File: config.mk
export PLATFORM = sky130hd
export DESIGN_NAME = pmem_arbiter_adaptor
export DESIGN_NICKNAME = d
export VERILOG_FILES = /design/src/rtl/pmem_arbiter_adaptor.sv
export SDC_FILE = /design/constraint.sdc
export NUM_CORES = 2
export LEC_CHECK = 0
export ABC_AREA = 1
export BUFFER_PORTS_ARGS = -buffer_cell sky130_fd_sc_hd__buf_2
export CAP_MARGIN = 20
export CORE_AREA = 4 4 390 392
export CTS_BUF_LIST = sky130_fd_sc_hd__clkbuf_8
export DETAILED_ROUTE_END_ITERATION = 16
export DIE_AREA = 0 0 394 396
export SLEW_MARGIN = 10
export SYNTH_ARGS = -nofsm -noshare
export SYNTH_HDL_FRONTEND = slang
export SYNTH_SLANG_ARGS = --single-unit
File: constraint.sdc
create_clock -name clk -period 2.5 [get_ports clk]
set_input_delay 0.75 -clock clk [delete_from_list [all_inputs] [get_ports clk]]
set_output_delay 0.75 -clock clk [all_outputs]
set_load 0.005 [all_outputs]
File: src/rtl/pmem_arbiter_adaptor.sv
// Round-robin arbiter in front of a burst memory port. Whole-line requests from
// NUM_PORTS requesters are granted one at a time. Write lines are serialised into
// BURST_W beats, and read beats are assembled back into a LINE_W line.
module pmem_arbiter_adaptor #(
  parameter int unsigned NUM_PORTS = 2,
  parameter int unsigned LINE_W    = 256,
  parameter int unsigned BURST_W   = 64,
  parameter int unsigned ADDR_W    = 32
) (
  input  logic                        clk,
  input  logic                        reset_n,
  input  logic [NUM_PORTS-1:0]        read_i,
  input  logic [NUM_PORTS-1:0]        write_i,
  input  logic [NUM_PORTS*ADDR_W-1:0] address_i,
  input  logic [NUM_PORTS*LINE_W-1:0] line_i,
  output logic [LINE_W-1:0]           line_o,
  output logic [NUM_PORTS-1:0]        resp_o,
  input  logic [BURST_W-1:0]          burst_i,
  output logic [BURST_W-1:0]          burst_o,
  output logic [ADDR_W-1:0]           address_o,
  output logic                        read_o,
  output logic                        write_o,
  input  logic                        resp_i
);

  localparam int unsigned Beats = LINE_W / BURST_W;
  localparam int unsigned CntW  = $clog2(Beats);
  localparam int unsigned PortW = (NUM_PORTS > 1) ? $clog2(NUM_PORTS) : 1;
  localparam int unsigned OffW  = $clog2(LINE_W / 8);
  localparam logic [ADDR_W-1:0] AlignMask = ~((ADDR_W'(1) << OffW) - ADDR_W'(1));

  typedef enum logic [1:0] {StIdle, StRead, StWrite, StDone} state_e;

  state_e             state_q;
  logic [CntW-1:0]    cnt_q;
  logic [PortW-1:0]   grant_q;
  logic [PortW-1:0]   last_grant_q;
  logic [LINE_W-1:0]  buf_q;
  logic [LINE_W-1:0]  line_q;
  logic [BURST_W-1:0] burst_q;
  logic [ADDR_W-1:0]  address_q;
  logic               read_q;
  logic               write_q;
  logic [NUM_PORTS-1:0] resp_q;

  logic [NUM_PORTS-1:0] req;
  logic                 found;
  logic [PortW-1:0]     pick;
  logic [LINE_W-1:0]    pick_line;
  logic [ADDR_W-1:0]    pick_addr;
  logic                 pick_wr;
  logic [NUM_PORTS-1:0] grant_onehot;
  logic [LINE_W-1:0]    buf_merged;
  logic [BURST_W-1:0]   next_beat;
  logic                 last_beat;

  // Round-robin search starting one past the previous grant.
  always_comb begin
    req   = read_i | write_i;
    found = 1'b0;
    pick  = '0;
    for (int i = 1; i <= int'(NUM_PORTS); i++) begin
      if (!found && req[(int'(last_grant_q) + i) % int'(NUM_PORTS)]) begin
        found = 1'b1;
        pick  = PortW'((int'(last_grant_q) + i) % int'(NUM_PORTS));
      end
    end
  end

  // Select the candidate port's address, line and op; decode the active grant.
  always_comb begin
    pick_line    = '0;
    pick_addr    = '0;
    pick_wr      = 1'b0;
    grant_onehot = '0;
    for (int p = 0; p < int'(NUM_PORTS); p++) begin
      if (pick == PortW'(p)) begin
        pick_line = line_i[p*LINE_W +: LINE_W];
        pick_addr = address_i[p*ADDR_W +: ADDR_W];
        pick_wr   = write_i[p];
      end
      if (grant_q == PortW'(p)) begin
        grant_onehot[p] = 1'b1;
      end
    end
  end

  // Beat slot views of the line buffer for the current counter.
  always_comb begin
    buf_merged = buf_q;
    buf_merged[cnt_q*BURST_W +: BURST_W] = burst_i;
    next_beat  = buf_q[(cnt_q + CntW'(1))*BURST_W +: BURST_W];
    last_beat  = (cnt_q == CntW'(Beats - 1));
  end

  // Transaction FSM; every output is a register updated on the transition that defines it.
  always_ff @(posedge clk or negedge reset_n) begin
    if (!reset_n) begin
      state_q      <= StIdle;
      cnt_q        <= '0;
      grant_q      <= '0;
      last_grant_q <= PortW'(NUM_PORTS - 1);
      buf_q        <= '0;
      line_q       <= '0;
      burst_q      <= '0;
      address_q    <= '0;
      read_q       <= 1'b0;
      write_q      <= 1'b0;
      resp_q       <= '0;
    end else begin
      unique case (state_q)
        StIdle: begin
          if (found) begin
            grant_q   <= pick;
            cnt_q     <= '0;
            address_q <= pick_addr & AlignMask;
            buf_q     <= pick_line;
            burst_q   <= pick_line[BURST_W-1:0];
            // Write wins when a port raises both read and write.
            if (pick_wr) begin
              state_q <= StWrite;
              write_q <= 1'b1;
            end else begin
              state_q <= StRead;
              read_q  <= 1'b1;
            end
          end
        end
        StRead: begin
          if (resp_i) begin
            buf_q <= buf_merged;
            cnt_q <= last_beat ? '0 : cnt_q + CntW'(1);
            if (last_beat) begin
              line_q  <= buf_merged;
              read_q  <= 1'b0;
              resp_q  <= grant_onehot;
              state_q <= StDone;
            end
          end
        end
        StWrite: begin
          if (resp_i) begin
            cnt_q <= last_beat ? '0 : cnt_q + CntW'(1);
            if (last_beat) begin
              write_q <= 1'b0;
              resp_q  <= grant_onehot;
              state_q <= StDone;
            end else begin
              burst_q <= next_beat;
            end
          end
        end
        StDone: begin
          resp_q       <= '0;
          last_grant_q <= grant_q;
          state_q      <= StIdle;
        end
        default: state_q <= StIdle;
      endcase
    end
  end

  assign line_o    = line_q;
  assign resp_o    = resp_q;
  assign burst_o   = burst_q;
  assign address_o = address_q;
  assign read_o    = read_q;
  assign write_o   = write_q;

endmodule

-- After elaboration in Yosys (flattened, before gate mapping)
Index checks and enable logic that the tools add are counted.
- input bits: 647
- output and inout bits: 356
- register bits after elaboration: 613
- word-level logic and storage cells: 98
- order comparisons: 2
- add/sub/neg operators: 5
- reductions and logical operators: 17
- bitwise logic cells: 3
- shift-type cells: 3
- equality and inequality tests: 14
- muxes and demuxes: 43
- operator list (cell ; number):
    $mux W256 ; 3
    $pmux W256 S2 ; 1
    $bwmux W256 ; 1
    $shift A64 B34 Y256 const A ; 1
    $shiftx A256 B10 Y64 ; 1
    $shiftx A64 B34 Y256 ; 1
    $mux W64 ; 3
    $pmux W64 S2 ; 1
    $neg A8 Y34 ; 1
    $mux W32 ; 1
    $mux W1 ; 19
    $mux W2 ; 9
    $ne A2 B2 Y1 const B ; 8
    $reduce_and A3 Y1 ; 5
    $reduce_and A5 Y1 ; 2
    $pmux W2 S2 ; 2
    $reduce_bool A2 Y1 ; 4
    $eq A2 B2 Y1 const B ; 3
    $lt A2 B3 Y1 const B ; 2
    $pmux W2 S3 ; 1
    $ne A2 B1 Y1 const B ; 2
    $pmux W1 S2 ; 2
    $reduce_and A4 Y1 ; 1
    $add A2 B1 Y3 const B ; 1
    other kinds (10) ; 12

-- Depth between registers and ports, before layout
- depth in word-level cells: 13
- mapped depth: 13
- mapped depth without buffers: 9

-- Worst setup path before layout
OpenSTA, ideal clock, no wires.
- path kind: register -> register
- start: reg cnt_q[0]
- end: reg buf_q[206]
- slack: 0.281 ns
- path buffers: 4
- period minus slack after synthesis: 2.219 ns
- data arrival time: 2.154 ns
- stages on the path, launching flop included: 14
- setup time: 0.065 ns
- required time: 2.435 ns
- path through: dfrtp_1 -> inv_2 -> buf_4 -> buf_2 -> ha_1 -> inv_2 -> nand2_1 -> buf_2 -> nor2_4 -> buf_2 -> nand2_1 -> o211ai_1 -> nand3_1 -> nand2_1
- longest elaborated chain between the ends: 5
- elaborated cells between the ends (all ways): 6
- classes of those cells: 1 x add/sub; 2 x shift; 3 x mux
- RTL lines (what ; line ; source):
    start, declared ; 35 ; logic [CntW-1:0] cnt_q;
    start signal, assigned ; 132 ; cnt_q <= last_beat ? '0 : cnt_q + CntW'(1);
    start signal, assigned ; 143 ; cnt_q <= last_beat ? '0 : cnt_q + CntW'(1);
    $neg A8 Y34 * ; 91 ; buf_merged[cnt_q*BURST_W +: BURST_W] = burst_i;
    $shiftx A64 B34 Y256 / $shift A64 B34 Y256 (equally long branches) ; 91 ;
    $bwmux W256 * ; 91 ;
    $mux W256 * ; 130 ; if (resp_i) begin
    $pmux W256 S2 * ; 111 ; unique case (state_q)
    end signal, assigned ; 117 ; buf_q <= pick_line;
    end signal, assigned ; 131 ; buf_q <= buf_merged;
    end, declared ; 38 ; logic [LINE_W-1:0] buf_q;
Mark *: on every way between the ends. The rest lies on a longest branch, timed or not. The select of a mux whose other input is x is not followed.
A chain may end at the register's enable or synchronous reset.

-- Final worst setup path
- start: reg cnt_q[0]
- end: reg line_q[172] (netlist: line_o[172])
- longest elaborated chain between the ends: 3
- elaborated cells between the ends (all ways): 6
- classes of those cells: 1 x add/sub; 1 x eq/ne; 2 x shift; 1 x mux; 1 x reduce/logical
- RTL lines (what ; line ; source):
    $neg A8 Y34 ; 91 ;
    $shiftx A64 B34 Y256 / $shift A64 B34 Y256 (equally long branches) ; 91 ;
    $bwmux W256 ; 91 ;
    end signal, assigned ; 134 ; line_q <= buf_merged;
    end, declared ; 39 ; logic [LINE_W-1:0] line_q;
Several ways; a longest one is shown, not always the timed one.

==> results.txt <==
----------------------------------------------------
[Worst setup path]
  Delay-heaviest family, CP ... buffers and inverters
  Critical path endpoint category ... flip-flop
  Worst-path maximum fanout ... 137
  Max stage delay cell, worst path ... sky130_fd_sc_hd__dfrtp_4
  Critical path buffers and inverters ... 3
  Worst Setup Path Type ... flip-flop to flip-flop
  CP Cell Sequence ... buf_6 > ha_1 > inv_1 > nor2_4 > buf_16 > nand3_1 > o21a_1
  Critical Path Start Type ... flip-flop
  R2R Setup Slk ... -0.04 ns
  Worst Path Required ... 3.18 ns
  Worst Reg-to-Reg Cells ... 7
  Crit Reg-Reg Endpoint ... line_o[172]
  Arrival time of data at the critical path endpoint ... 3.22 ns
  Max stage delay on crit path ... 0.45 ns
  Launch instance of the worst register-to-register path ... cnt_q[0]

[Detailed routing]
  Antenna violation net count after detailed routing ... 0
  Number of vias after detailed routing ... 40,297
  Vias per cell ... 4.97
  Final routed wirelength across all metal layers ... 186,000 µm
  TritonRoute pass-1 iters ... 6
  DRC violations left ... 0
  Count of routing violations after the opening detailed-route iteration ... 4,341
  Routed wire per std cell ... 23.0 µm

[Die]
  Area of the core ... 149,000 µm²
  Die area ... 156,000 µm²
  Initial cell density of the core ... 23.4%
  Vertical die dimension ... 396 µm
  DIE WIDTH ... 394 µm
  Number of placement rows ... 142
  Number of top-level design ports ... 1,003

[Logic synthesis]
  Top cell type by total area after synthesis ... sky130_fd_sc_hd__dfrtp_1
  Flops & latches, synth ... 613
  Synthesized area per cell ... 6.88 µm²
  FFs w/ async S/R, synth ... 100%
  Most instantiated flip-flop cell in the synthesis netlist ... sky130_fd_sc_hd__dfrtp_1
  Seq/Total Area, Yosys ... 44.0%
  Area contributors post-synth ... sky130_fd_sc_hd__dfrtp_1, sky130_fd_sc_hd__nand2_1, sky130_fd_sc_hd__nand3_1
  Most numerous cell in the Yosys netlist ... sky130_fd_sc_hd__nand2_1
  Number of instances in the synthesized netlist ... 5,073
  Synth warnings ... 0
  Area share of the largest cell type after synthesis ... 43.9%
  Count of flip-flops with a built-in enable after synthesis ... 0
  Post-synthesis cell type count ... 31
  Leading cell types by count after synthesis ... sky130_fd_sc_hd__nand2_1, sky130_fd_sc_hd__nand3_1, sky130_fd_sc_hd__dfrtp_1
  Cell area after synthesis ... 34,900 µm²

[Clocking]
  Bufs on Longest Clock Path ... 3
  Number of H-tree levels ... 3
  CTS tree ... done
  Clock Pin Slew Worst Setup and Hold Paths ... 0.06 ns
  Clock Root Buffer ... sky130_fd_sc_hd__clkbuf_8
  Clock latency on the worst-skew pair ... 0.86 ns
  TritonCTS Buffers ... 117
  Number of sinks handled by clock tree synthesis ... 613

[Timing]
  Crit path time final ... 2.54 ns
  Number of endpoints with negative hold slack in the final report ... 0
  Worst clock skew ... 0.0782 ns
  Final worst-path cycle share ... 101%
  Total Neg Setup Slack ... -0.0744 ns
  Number of slew-limit violations in the final report ... 0
  Final setup margin ... -0.0351 ns
  Unrepaired setup endpoints after global routing ... true
  Setup violation total in the final timing report ... 3
  Min Hold Slack ... 0.147 ns
  Tightest Pin Transition ... 0.945 ns
  Relative slew margins ... 37.0%
  Fmax ... 0.394 GHz

[Final layout]
  Non-Filler Cell Area, Final ... 46,000 µm²
  Final Net Count ... 6,709
  Area taken by multi-input logic gates ... 17,300 µm²
  Share of post-route cells with drive strength above 1 ... 23.4%
  Signed area change from the synthesized netlist to the final layout ... 31.9%
  Fillers ... 16,311
  Reg area ... 15,300 µm²

[Power]
  Pwr/cell area ... 1410 nW/µm²
  Maximum ir drop on the vdd rail ... 0.874 mV
  Cell leakage power ... 24.7 nW

[GRT]
  Remaining global-route overflow ... 0
  Initial antenna violation count ... 34
  Total routing resource utilization after global routing ... 23.0%
  Maximum number of pins on one net before global-route repair ... 138
  Met3 Usage GRT ... 4.79%
  First-pass GRT wire length ... 268,000 µm
  Met2 global-route usage ... 38.5%
  GR Layer Usage met1 ... 28.9%
  Number of global-route vias before repair ... 39,004
  Global route hottest layer ... met2

[Worst hold path]
  Source of the worst hold timing path ... address_i[53]
  Hold-critical path depth ... 3
  Endpoint, Worst Hold ... address_o[21]
  Class of the most critical hold timing path ... input pin to flip-flop

[Placed design]
  Global placement routability congestion ... 0.958
  Instance area at placement ... 43,400 µm²
  Count of input and output buffers ... 987
  Worst setup slack after placement ... -0.114 ns
  HPWL reported at the end of detailed placement ... 138,000 µm

[Flow run]
  Max Cap Viol ... 0

[Run status]
  Status ... finished with violations
  Violated checks ... setup timing

----------------------------------------------------
## metal layers
metal,share of wire (%),wire [µm],vias up
li1,-,-,18401
met1,40,75000,19382
met2,47,88500,2125
met3,8.3,15500,381
met4,4.0,7430,8
met5,0.028,53,-
## repair_timing
| item | CTS | global route |
|---|---|---|
| gates resized for setup | 0 | 6 |
| endpoints found under the setup margin | 0 | 27 |
| endpoints found under the hold margin | 41 | 0 |
| buffers inserted | 0 | 0 |
| hold buffers | 1 | 0 |
## worst min-delay path, delay by kind of cell
| family | cells | cell delay [ns] |
|---|---|---|
| compound gates | 1 | 0.11 |
| buf+inv | 1 | 0.07 |
| simple gates | 1 | 0.04 |
## stage by stage
step / cells / util [%] / total power, mW
finish: 8116 / 30.9 / 64.7
global route: 8107 / 30.9 / 69.3
global placement: 7874 / 29.2 / 53.4
detailed placement: 7874 / 29.2 / 54.0
floorplan: 5077 / - / 36.9
CTS: 8095 / 30.8 / 64.9
## state kept, by name, indices dropped and copies added (netlist names), 2 cells and up
signal / flops
buf_q: 256
line_o: 256
burst_o: 64
address_o: 27
cnt_q: 2
resp_o: 2
state_q: 2
## cells in the final DEF (no fill, tap or decap), types with 3 or more instances in the layout
cell type and instances:
sky130_fd_sc_hd__a21oi_1 57, sky130_fd_sc_hd__buf_12 73, sky130_fd_sc_hd__buf_16 3, sky130_fd_sc_hd__buf_2 986, sky130_fd_sc_hd__buf_4 157, sky130_fd_sc_hd__clkbuf_8 152
sky130_fd_sc_hd__clkinv_2 15, sky130_fd_sc_hd__clkinvlp_4 5, sky130_fd_sc_hd__conb_1 5, sky130_fd_sc_hd__dfrtp_1 611, sky130_fd_sc_hd__diode_2 20, sky130_fd_sc_hd__ha_1 8
sky130_fd_sc_hd__ha_4 3, sky130_fd_sc_hd__inv_1 196, sky130_fd_sc_hd__inv_12 3, sky130_fd_sc_hd__inv_2 3, sky130_fd_sc_hd__inv_4 4, sky130_fd_sc_hd__inv_8 4
sky130_fd_sc_hd__nand2_1 2296, sky130_fd_sc_hd__nand3_1 774, sky130_fd_sc_hd__nor2_1 253, sky130_fd_sc_hd__nor2_4 5, sky130_fd_sc_hd__o211ai_1 126, sky130_fd_sc_hd__o21a_1 104
sky130_fd_sc_hd__o21ai_0 211, sky130_fd_sc_hd__o21ai_1 68
## where the power goes
part / total, mW / internal, mW / switching [mW]
Sequential: 18.0 / 14.9 / 3.07
Clock: 10.6 / 5.68 / 4.97
Combinational: 36.1 / 12.6 / 23.5
Total: 64.7 / 33.1 / 31.5
## final cells by class
| type | count | share of cell area (%) |
|---|---|---|
| inverter | 169 | 1.49 |
| clock buffer | 152 | 4.55 |
| antenna | 20 | 0.109 |
| sequential | 613 | 33.3 |
| clock inverter | 68 | 0.875 |
| timing repair buffer | 1224 | 16.8 |
| tap | 1944 | 5.28 |
| multi-input combinational | 3926 | 37.6 |
## worst max path at each step
| stage | start | depth (start not counted) | to |
|---|---|---|---|
| floorplan | cnt_q[0] | 13 | buf_q[206] |
| global placement | write_i[0] | 9 | buf_q[98] |
| detailed placement | write_i[0] | 9 | buf_q[98] |
| CTS | cnt_q[0] | 7 | line_o[172] |
| global route | cnt_q[0] | 7 | line_o[170] |
| finish | cnt_q[0] | 7 | line_o[172] |
## cell families after synthesis
| family | synth area share (%) |
|---|---|
| compound gates | 9.87 |
| fa+ha+maj | 0.394 |
| buf+inv | 6.83 |
| flops | 44.0 |
| mux | 0.0323 |
| other cells | 0.0107 |
| simple gates | 38.9 |
No activity file was read; power rests on OpenSTA's default activity.
